## src/rtl/sdram_fifo_pkg.sv

```systemverilog
// sdram_fifo_pkg: shared state encoding and default widths for the SDRAM FIFO scheduler
package sdram_fifo_pkg;
  typedef enum logic [1:0] {IDLE, WR, RD} state_t;
  localparam int ADDR_W_D = 24;
  localparam int LEN_W_D = 10;
  localparam int CNT_W_D = 11;
  localparam int RFIFO_DEPTH_D = 1024;
endpackage

```

## src/rtl/edge_fall_det.sv

```systemverilog
// edge_fall_det: one-cycle pulse on a falling edge of d
module edge_fall_det (
  input  logic clk,
  input  logic rst,
  input  logic d,
  output logic fall
);
  logic d_q;
  always_ff @(posedge clk or posedge rst)
    if (rst) d_q <= 1'b0;
    else d_q <= d;
  assign fall = d_q & ~d;
endmodule

```

## src/rtl/sdram_fifo_ctrl.sv

```systemverilog
// sdram_fifo_ctrl: schedules write/read bursts between user FIFOs and sdram_ctrl over ring-buffer regions
module sdram_fifo_ctrl
  import sdram_fifo_pkg::*;
#(
  parameter int ADDR_W = ADDR_W_D,
  parameter int LEN_W = LEN_W_D,
  parameter int CNT_W = CNT_W_D,
  parameter int RFIFO_DEPTH = RFIFO_DEPTH_D
) (
  input  logic              sys_clk,
  input  logic              sys_rst,
  input  logic              init_end,
  input  logic [ADDR_W-1:0] wr_b_addr,
  input  logic [ADDR_W-1:0] wr_e_addr,
  input  logic [LEN_W-1:0]  wr_burst_len,
  input  logic              wr_rst,
  input  logic [ADDR_W-1:0] rd_b_addr,
  input  logic [ADDR_W-1:0] rd_e_addr,
  input  logic [LEN_W-1:0]  rd_burst_len,
  input  logic              rd_rst,
  input  logic              rd_valid,
  input  logic [CNT_W-1:0]  wfifo_cnt,
  input  logic [CNT_W-1:0]  rfifo_cnt,
  output logic              sdram_wr_req,
  output logic [ADDR_W-1:0] sdram_wr_addr,
  input  logic              sdram_wr_ack,
  output logic              sdram_rd_req,
  output logic [ADDR_W-1:0] sdram_rd_addr,
  input  logic              sdram_rd_ack,
  output logic              wfifo_rd_en,
  output logic              rfifo_wr_en
);
  state_t state;
  logic [ADDR_W-1:0] wr_ptr, rd_ptr, wr_adv, rd_adv;
  logic [ADDR_W:0] wr_next, rd_next;
  logic [CNT_W:0] rd_sum;
  logic last_wr, wr_pend, rd_pend, wr_fall, rd_fall, wr_elig, rd_elig;

  edge_fall_det u_wr_fall (.clk(sys_clk), .rst(sys_rst), .d(sdram_wr_ack), .fall(wr_fall));
  edge_fall_det u_rd_fall (.clk(sys_clk), .rst(sys_rst), .d(sdram_rd_ack), .fall(rd_fall));

  assign wfifo_rd_en = sdram_wr_ack;
  assign rfifo_wr_en = sdram_rd_ack;
  assign sdram_wr_addr = wr_ptr;
  assign sdram_rd_addr = rd_ptr;

  assign rd_sum = (CNT_W+1)'(rfifo_cnt) + (CNT_W+1)'(rd_burst_len);
  assign wr_elig = init_end && wr_burst_len != '0 && wfifo_cnt >= CNT_W'(wr_burst_len);
  assign rd_elig = init_end && rd_valid && rd_burst_len != '0 && rd_sum <= (CNT_W+1)'(RFIFO_DEPTH);

  // Wrap on the first pointer at or past the end, even if the last burst overran it
  assign wr_next = (ADDR_W+1)'(wr_ptr) + (ADDR_W+1)'(wr_burst_len);
  assign rd_next = (ADDR_W+1)'(rd_ptr) + (ADDR_W+1)'(rd_burst_len);
  assign wr_adv = wr_next >= {1'b0, wr_e_addr} ? wr_b_addr : wr_next[ADDR_W-1:0];
  assign rd_adv = rd_next >= {1'b0, rd_e_addr} ? rd_b_addr : rd_next[ADDR_W-1:0];

  always_ff @(posedge sys_clk or posedge sys_rst) begin
    if (sys_rst) begin
      state <= IDLE;
      sdram_wr_req <= 1'b0;
      sdram_rd_req <= 1'b0;
      wr_ptr <= '0;
      rd_ptr <= '0;
      last_wr <= 1'b0;
      wr_pend <= 1'b0;
      rd_pend <= 1'b0;
    end else begin
      case (state)
        IDLE:
          if (wr_elig && (!rd_elig || !last_wr)) begin
            state <= WR;
            sdram_wr_req <= 1'b1;
          end else if (rd_elig) begin
            state <= RD;
            sdram_rd_req <= 1'b1;
          end
        WR:
          if (wr_fall) begin
            state <= IDLE;
            sdram_wr_req <= 1'b0;
            last_wr <= 1'b1;
            wr_pend <= 1'b0;
            wr_ptr <= (wr_pend || wr_rst) ? wr_b_addr : wr_adv;
          end else if (wr_rst) wr_pend <= 1'b1;
        RD:
          if (rd_fall) begin
            state <= IDLE;
            sdram_rd_req <= 1'b0;
            last_wr <= 1'b0;
            rd_pend <= 1'b0;
            rd_ptr <= (rd_pend || rd_rst) ? rd_b_addr : rd_adv;
          end else if (rd_rst) rd_pend <= 1'b1;
        default: state <= IDLE;
      endcase
      // Rewinds outside a burst of the same side take effect immediately
      if (wr_rst && state != WR) wr_ptr <= wr_b_addr;
      if (rd_rst && state != RD) rd_ptr <= rd_b_addr;
    end
  end
endmodule

```

## config.mk

```make
export PLATFORM = sky130hd
export DESIGN_NAME = sdram_fifo_ctrl
export DESIGN_NICKNAME = d
export VERILOG_FILES = /design/src/rtl/sdram_fifo_pkg.sv /design/src/rtl/edge_fall_det.sv /design/src/rtl/sdram_fifo_ctrl.sv
export SDC_FILE = /design/constraint.sdc
export NUM_CORES = 1
export LEC_CHECK = 0
export ABC_AREA = 1
export ABC_CLOCK_PERIOD_IN_PS = 3970
export BUFFER_PORTS_ARGS = -buffer_cell sky130_fd_sc_hd__buf_4
export CAP_MARGIN = 5
export CORE_ASPECT_RATIO = 0.5
export CORE_MARGIN = 2
export CORE_UTILIZATION = 50
export DETAILED_ROUTE_END_ITERATION = 7
export GPL_ROUTABILITY_DRIVEN = 0
export GPL_TIMING_DRIVEN = 0
export PLACE_DENSITY = 0.88
export SLEW_MARGIN = 20
export SYNTH_ARGS = -nofsm -noshare
export SYNTH_HDL_FRONTEND = slang
export SYNTH_SLANG_ARGS = --single-unit
```

## constraint.sdc

```tcl
create_clock -name sys_clk -period 3.97 [get_ports sys_clk]
set_input_delay 0.1985 -clock sys_clk [delete_from_list [all_inputs] [get_ports sys_clk]]
set_output_delay 0.1985 -clock sys_clk [all_outputs]
set_load 0.03 [all_outputs]
```

==> results.tsv, run 1 <==
metric	value	unit
clock tree skew after final layout	0.00841	ns
buffer depth of the longest clock path	2	
number of instances in the synthesized netlist	1065	
number of iterations in the first detailed-routing pass	5	
Cell Rows	30	
Finish-stage setup viols	0	
Inserted Clock Buffers	9	
floorplan die area	0.0149	mm²
count of antenna-violating nets left after detailed routing	0	
Period minus WS final	3.76	ns
Crit path buffers/inverters	5	
x dimension of the die	170	µm
via count of the first global-routing pass	7589	
number of max-capacitance violations reported	0	
Placeable Area	0.0136	mm²
average size of a mapped cell	6.51	µm²
Worst VDD drop	0.419	mV
share of the yosys chip area belonging to registers	20.6	%
setup slack, reg-to-reg	0.21	ns
maximum fanout along the worst path	10	
I/O Buffers	197	
Arr. time, crit path	3.99	ns
Post-Route Utilization	67.7	%
post-placement cell area	0.00865	mm²
Skew-Pair Late Insertion Delay	0.35	ns
effective utilization at floorplan	51.1	%
final worst path period share	94.8	%
Synthesis Warnings	0	
CTS sink count	57	
violations in the final reports	negative hold slack	
HPWL Detailed	17100	µm
DRC violations left	0	
Max-Slew Margin vs Limit	51.2	%
number of antenna violations at the first check in global routing	0	
data required time of the critical path	4.20	ns
endpoint of the lowest-slack register-to-register path	sdram_wr_addr[11]$_DFFE_PP0P_	
highest attainable clock frequency	266	MHz
CP top delay family	compound AO/OA/AOI/OAI gates	
placed cell count	1454	
number of synthesized flops with an enable pin	0	
pin slew with the least headroom to its limit	0.732	ns
synthesized net count	1302	
deepest level of the CTS H-tree	3	
origin of the worst setup path	sdram_wr_addr[0]$_DFFE_PP0P_	
Top FF cell, synth	dfrtp_1	
Final Hold Slack	-0.000671	ns
final hold viol count	5	
fraction of final layout cells with drive strength greater than 1	22.4	%
all-layer global routing usage	29.1	%
combined area of all synthesized cells	0.00693	mm²
total number of vias	7848	
number of max-slew violations in the final report	0	
number of non-filler instances in the completed layout	1485	
Worst-path clk slew	0.06	ns
via density per instance	5.28	
launch instance of the worst register-to-register path	sdram_wr_addr[0]$_DFFE_PP0P_	
hold crit path type	input pin to async pin	
synth unique cells	42	
TritonCTS clock tree	done	
Seq cells post-synth	57	
vertical die dimension	87.2	µm
antenna diode count	0	
launching element type of the critical path	flop	
result of the run	finished with violations	
Register-to-Register Path Depth	23	
overflow left after global routing	0	
list of cells traversed by the critical path	ha_2, fa_1, nand2_1, inv_1, nand2_1, nand2_2, a21oi_4, o21ai_2, nand2_1, o21ai_0, xnor2_1, inv_1, ha_1, nand2_2, inv_1, nand3_1, nor3_1, a41o_1, nor2_4, buf_6, buf_6, a21oi_1, o21ai_1	
power density cells	720	mW/mm²
nature of the critical path endpoint	flop	
cell area after layout	0.00918	mm²
net count of the finished layout	1525	
aggregate routed wire length	21600	µm
overall power after layout	6600	µW
wire length of the first global-routing pass	34700	µm
maximum number of pins on one net before global-route repair	58	
Static Leak	0.00518	µW
top-level I/O count	198	
wire length per cell	14.5	µm
Crit Path Category	flop to flop	
initial drt markers	766	
slowest stage cell on the critical path	dfrtp_1	
max incr delay on CP	0.40	ns
cell at the root of the clock tree	clkbuf_16	
area grow syn2layout	32.4	%
share of synthesized flip-flops with an asynchronous set or reset	100	%
==> cell usage in the layout (no fill, tap or decap), types with 7 or more instances in the layout <==
| master | instances |
|---|---|
| nand2_1 | 294 |
| buf_4 | 215 |
| inv_1 | 181 |
| nand3_1 | 97 |
| ha_1 | 87 |
| a21oi_1 | 72 |
| nor2_1 | 60 |
| dfrtp_1 | 57 |
| o21ai_0 | 32 |
| o21ai_1 | 26 |
| xor2_1 | 22 |
| nand3b_1 | 18 |
| nor3_1 | 11 |
| nand2_2 | 11 |
| buf_6 | 11 |
| nand4_1 | 9 |
| clkbuf_16 | 9 |
| xnor2_1 | 7 |
==> worst max-delay path by stage <==
stage	endpoint	slack, ns	cells past startpoint
after floorplan	sdram_rd_addr[12]$_DFFE_PP0P_	0.41	20
after global placement	sdram_rd_addr[6]$_DFFE_PP0P_	0.01	20
after detailed placement	sdram_rd_addr[6]$_DFFE_PP0P_	-0.07	20
after CTS	sdram_wr_addr[18]$_DFFE_PP0P_	0.05	23
after global routing	sdram_rd_addr[21]$_DFFE_PP0P_	-0.07	24
final	sdram_wr_addr[11]$_DFFE_PP0P_	0.21	23
==> layout make-up <==
type	count	area, µm²
Timing Repair Buffer	212	1600
Clock buffer	11	253
Inverter	184	693
Fill cell	1133	4370
Sequential cell	57	1430
Tap cell	192	240
Multi-Input combinational cell	800	4690
Buffer	24	200
Clock inverter	5	77.6
==> where the power goes <==
| group | internal, µW | switching, µW | leakage (µW) |
|---|---|---|---|
| registers | 862 | 378 | 0.000687 |
| logic | 1730 | 2760 | 0.00433 |
| clock network | 581 | 291 | 0.000162 |
==> logic make-up (layout without fill, tap and decap cells) <==
kind of cell,count (synthesis),count (layout),share of synthesized area (%)
DFF,57,57,20.6
buffers and inverters,208,436,12.7
adders and majority gates,91,91,16.8
AOI/OAI and AO/OA,156,156,12.7
xor gates and xnor gates,32,32,4.04
and+or+nand+nor,521,521,33.2
==> synthesized netlist by cell type (2+ instances only) <==
cell	n	share of area, %
o21ai_0	35	2.5
a211oi_1	4	0.43
inv_2	2	0.11
xnor2_1	8	1.0
nor2_1	60	3.3
o21bai_1	4	0.43
nand2_1	298	16
a31oi_1	2	0.18
nand4_1	9	0.81
clkbuf_1	4	0.22
a21boi_0	2	0.22
nor2_4	4	0.65
xor2_1	24	3.0
nor4_1	5	0.45
a21oi_1	72	5.2
nand2_2	8	0.72
ha_1	88	16
buf_6	10	1.6
inv_1	182	9.9
or2_2	4	0.36
a21oi_4	2	0.47
fa_1	3	0.87
o21ai_2	2	0.25
buf_2	4	0.29
dfrtp_1	57	21
a21o_1	3	0.33
nand3_1	97	7.0
nand3b_1	18	2.0
nor3_1	12	0.87
buf_4	6	0.65
o21ai_1	25	1.8
==> per-stage QoR <==
stage          setup TNS (ns)  hold WS (ns)  setup slack [ns]
3_3_place_gp                0         0.326            0.0121
3_5_place_dp           -0.411         0.329           -0.0672
5_1_grt                -0.720       0.00260           -0.0682
6_report                    0     -0.000671             0.205
2_1_floorplan               0         0.230             0.410
4_1_cts                     0       0.00229            0.0460
==> routing by layer <==
metal	GRT usage (%)	wire length, µm	vias up	share of wire (%)
li1	-	-	3893	-
met4	9.63	565	0	2.6
met3	4.63	1550	54	7.2
met2	52.2	10500	346	49
met1	36.0	8940	3555	41
met5	0	0	-	0
==> repair_timing <==
action / in CTS / in global routing
setup buffers: 2 / 11
gates cloned: 0 / 1
setup endpoints to repair: 24 / 48
hold buffers: 1 / 0
pin swaps: 1 / 7
hold endpoints to repair: 1 / 0
gates resized for setup: 2 / 21
(Power assumes the default switching activity.)
==> run 2, diff against run 1 <==
--- a/config.mk
+++ b/config.mk
@@ -15,7 +15,7 @@
 export DETAILED_ROUTE_END_ITERATION = 7
 export GPL_ROUTABILITY_DRIVEN = 0
 export GPL_TIMING_DRIVEN = 0
-export PLACE_DENSITY = 0.88
+export PLACE_DENSITY_LB_ADDON = 0.08
 export SLEW_MARGIN = 20
 export SYNTH_ARGS = -nofsm -noshare
 export SYNTH_HDL_FRONTEND = slang
==> run 2 against run 1 <==
  * The flow now finishes without violations
  * Register-to-register slack lost 0.02 ns
  * Clock skew about the same
  * Core utilization about the same
  * Total power decreased by 0.66%
  * Flip-flop and latch count unchanged
  * First-iteration DRC count fell by 26%
  * Fmax decreased by 0.63%
  * Setup slack got worse by 0.024 ns
  * Critical path type unchanged
==> results.tsv, run 2 (synthesized netlist as in run 1, its figures left out) <==
metric	value	unit
internal power component	3260	µW
Placeable Area	0.0136	mm²
data required time of the critical path	4.18	ns
number of iterations in the first detailed-routing pass	5	
TritonCTS clock tree	done	
Max-Slew Margin vs Limit	53.2	%
number of antenna violations at the first check in global routing	0	
hold crit path type	input pin to flop	
Static Leak	0.00518	µW
Inserted Clock Buffers	9	
final worst path period share	95.4	%
final hold viol count	0	
Net Sw Frac	50.2	%
crit-path most repeated cell	nand2_1	
wire length of the first global-routing pass	34100	µm
Worst VDD drop	0.495	mV
Finish-stage setup viols	0	
DRC violations left	0	
list of cells traversed by the critical path	ha_1, fa_1, nand3_1, nand2_1, a21oi_4, o21ai_1, a21boi_2, nor2_1, xnor2_1, inv_1, ha_1, nand2_1, o21ai_0, a21oi_1, a21bo_2, nand2_1, nand2_4, nand2_4, buf_6, nand2_1, nand3_1, nand2_1	
Cell Rows	30	
deepest level of the CTS H-tree	3	
wire length per cell	14.4	µm
clock tree skew after final layout	0.00887	ns
Worst-path clk slew	0.06	ns
maximum number of pins on one net before global-route repair	32	
all-layer global routing usage	28.9	%
maximum fanout along the worst path	10	
total net switching power	3300	µW
buffer depth of the longest clock path	2	
Period minus WS final	3.79	ns
relative contribution of sequential cells to total power	18.8	%
I/O Buffers	197	
result of the run	finished, final reports clean	
floorplan die area	0.0149	mm²
cell at the root of the clock tree	clkbuf_16	
power density cells	715	mW/mm²
via density per instance	5.25	
area grow syn2layout	32.4	%
overall power after layout	6560	µW
clock share of power	15.3	%
total number of vias	7768	
highest attainable clock frequency	264	MHz
initial drt markers	564	
effective utilization at floorplan	51.1	%
count of antenna-violating nets left after detailed routing	0	
number of non-filler instances in the completed layout	1481	
fraction of final layout cells with drive strength greater than 1	21.3	%
Arr. time, crit path	4.00	ns
most common library cell in the layout ignoring fill and taps	nand2_1	
launching element type of the critical path	flop	
antenna diode count	0	
via count of the first global-routing pass	7274	
placed cell count	1455	
vertical die dimension	87.2	µm
net count of the finished layout	1521	
pin slew with the least headroom to its limit	0.702	ns
CTS sink count	57	
HPWL Detailed	17500	µm
nature of the critical path endpoint	flop	
aggregate routed wire length	21400	µm
commonest non-fill, non-tap cells in the layout	nand2_1 (298), buf_4 (207), inv_1 (181)	
Crit Path Category	flop to flop	
Logic pwr share	65.9	%
number of max-capacitance violations reported	0	
top-level I/O count	198	
x dimension of the die	170	µm
overflow left after global routing	0	
slowest stage cell on the critical path	fa_1	
number of max-slew violations in the final report	0	
Skew-Pair Late Insertion Delay	0.33	ns
fill cell count	1228	
max incr delay on CP	0.41	ns
[run 2: worst paths after layout]
check                      cells past startpoint  slack, ns                       endpoint                    startpoint
max                                           22       0.18   sdram_rd_addr[3]$_DFFE_PP0P_  sdram_rd_addr[0]$_DFFE_PP0P_
min                                            3       0.12  sdram_wr_addr[20]$_DFFE_PP0P_                 wr_b_addr[20]
max reg2reg                                   22       0.18   sdram_rd_addr[3]$_DFFE_PP0P_  sdram_rd_addr[0]$_DFFE_PP0P_
min reg2reg                                    2       0.48       sdram_rd_req$_DFFE_PP0P_      sdram_rd_req$_DFFE_PP0P_
max in group asynchronous                      4       3.02   sdram_wr_addr[6]$_DFFE_PP0P_                       sys_rst
min in group asynchronous                      3       0.44        u_rd_fall.d_q$_DFF_PP0_                       sys_rst
[run 2: area by class of cell]
class	instances	area [µm²]	area share, %
Multi-Input combinational cell	800	4650	50.6
Clock inverter	5	125	1.36
Clock buffer	11	253	2.75
Tap cell	192	240	2.62
Timing Repair Buffer	208	1590	17.4
Buffer	24	200	2.18
Inverter	184	693	7.55
Sequential cell	57	1430	15.5
[run 2: power groups by stage]
stage,registers [µW],clock network [µW],logic [µW]
detailed placement,1240,0,4180
finish,1240,1000,4320
global route,1280,1040,4820
CTS,1230,1010,4220
floorplan,1640,0,2490
global placement,1230,0,4060
[run 2: critical path: cells and delay by family (launching register included)]
| kind | cells | cell delay, ns |
|---|---|---|
| AOI/OAI and AO/OA | 6 | 1.09 |
| adders and majority gates | 3 | 0.92 |
| and+or+nand+nor | 10 | 0.81 |
| DFF | 1 | 0.39 |
| buffers and inverters | 2 | 0.24 |
| xor gates and xnor gates | 1 | 0.21 |
[run 2: layer usage]
layer	routed length, µm	GRT usage, %	up-vias
li1	-	-	3875
met1	9570	37.6	3547
met2	9890	50.2	295
met3	1460	4.50	51
met4	484	8.39	0
met5	0	0	-
[run 2: through the flow]
step	hold WS (ns)	util, %	setup WS, ns	setup TNS [ns]	instance area [µm²]
finish	0.122	67.7	0.181	0	9180
global route	0.127	67.7	-0.0240	-0.137	9180
CTS	0.117	67.0	0.0658	0	9080
detailed placement	0.219	64.0	-0.0275	-0.0985	8670
global placement	0.326	63.8	0.0258	0	8650
floorplan	0.230	-	0.410	0	6930
[run 2: what timing repair did]
| item | in CTS | in global routing |
|---|---|---|
| buffers inserted | 0 | 7 |
| hold endpoints to repair | 28 | 0 |
| endpoints found under the setup margin | 10 | 48 |
| pin swaps | 0 | 8 |
| cloned | 0 | 0 |
| hold buffers | 3 | 0 |
| gates resized for setup | 1 | 12 |
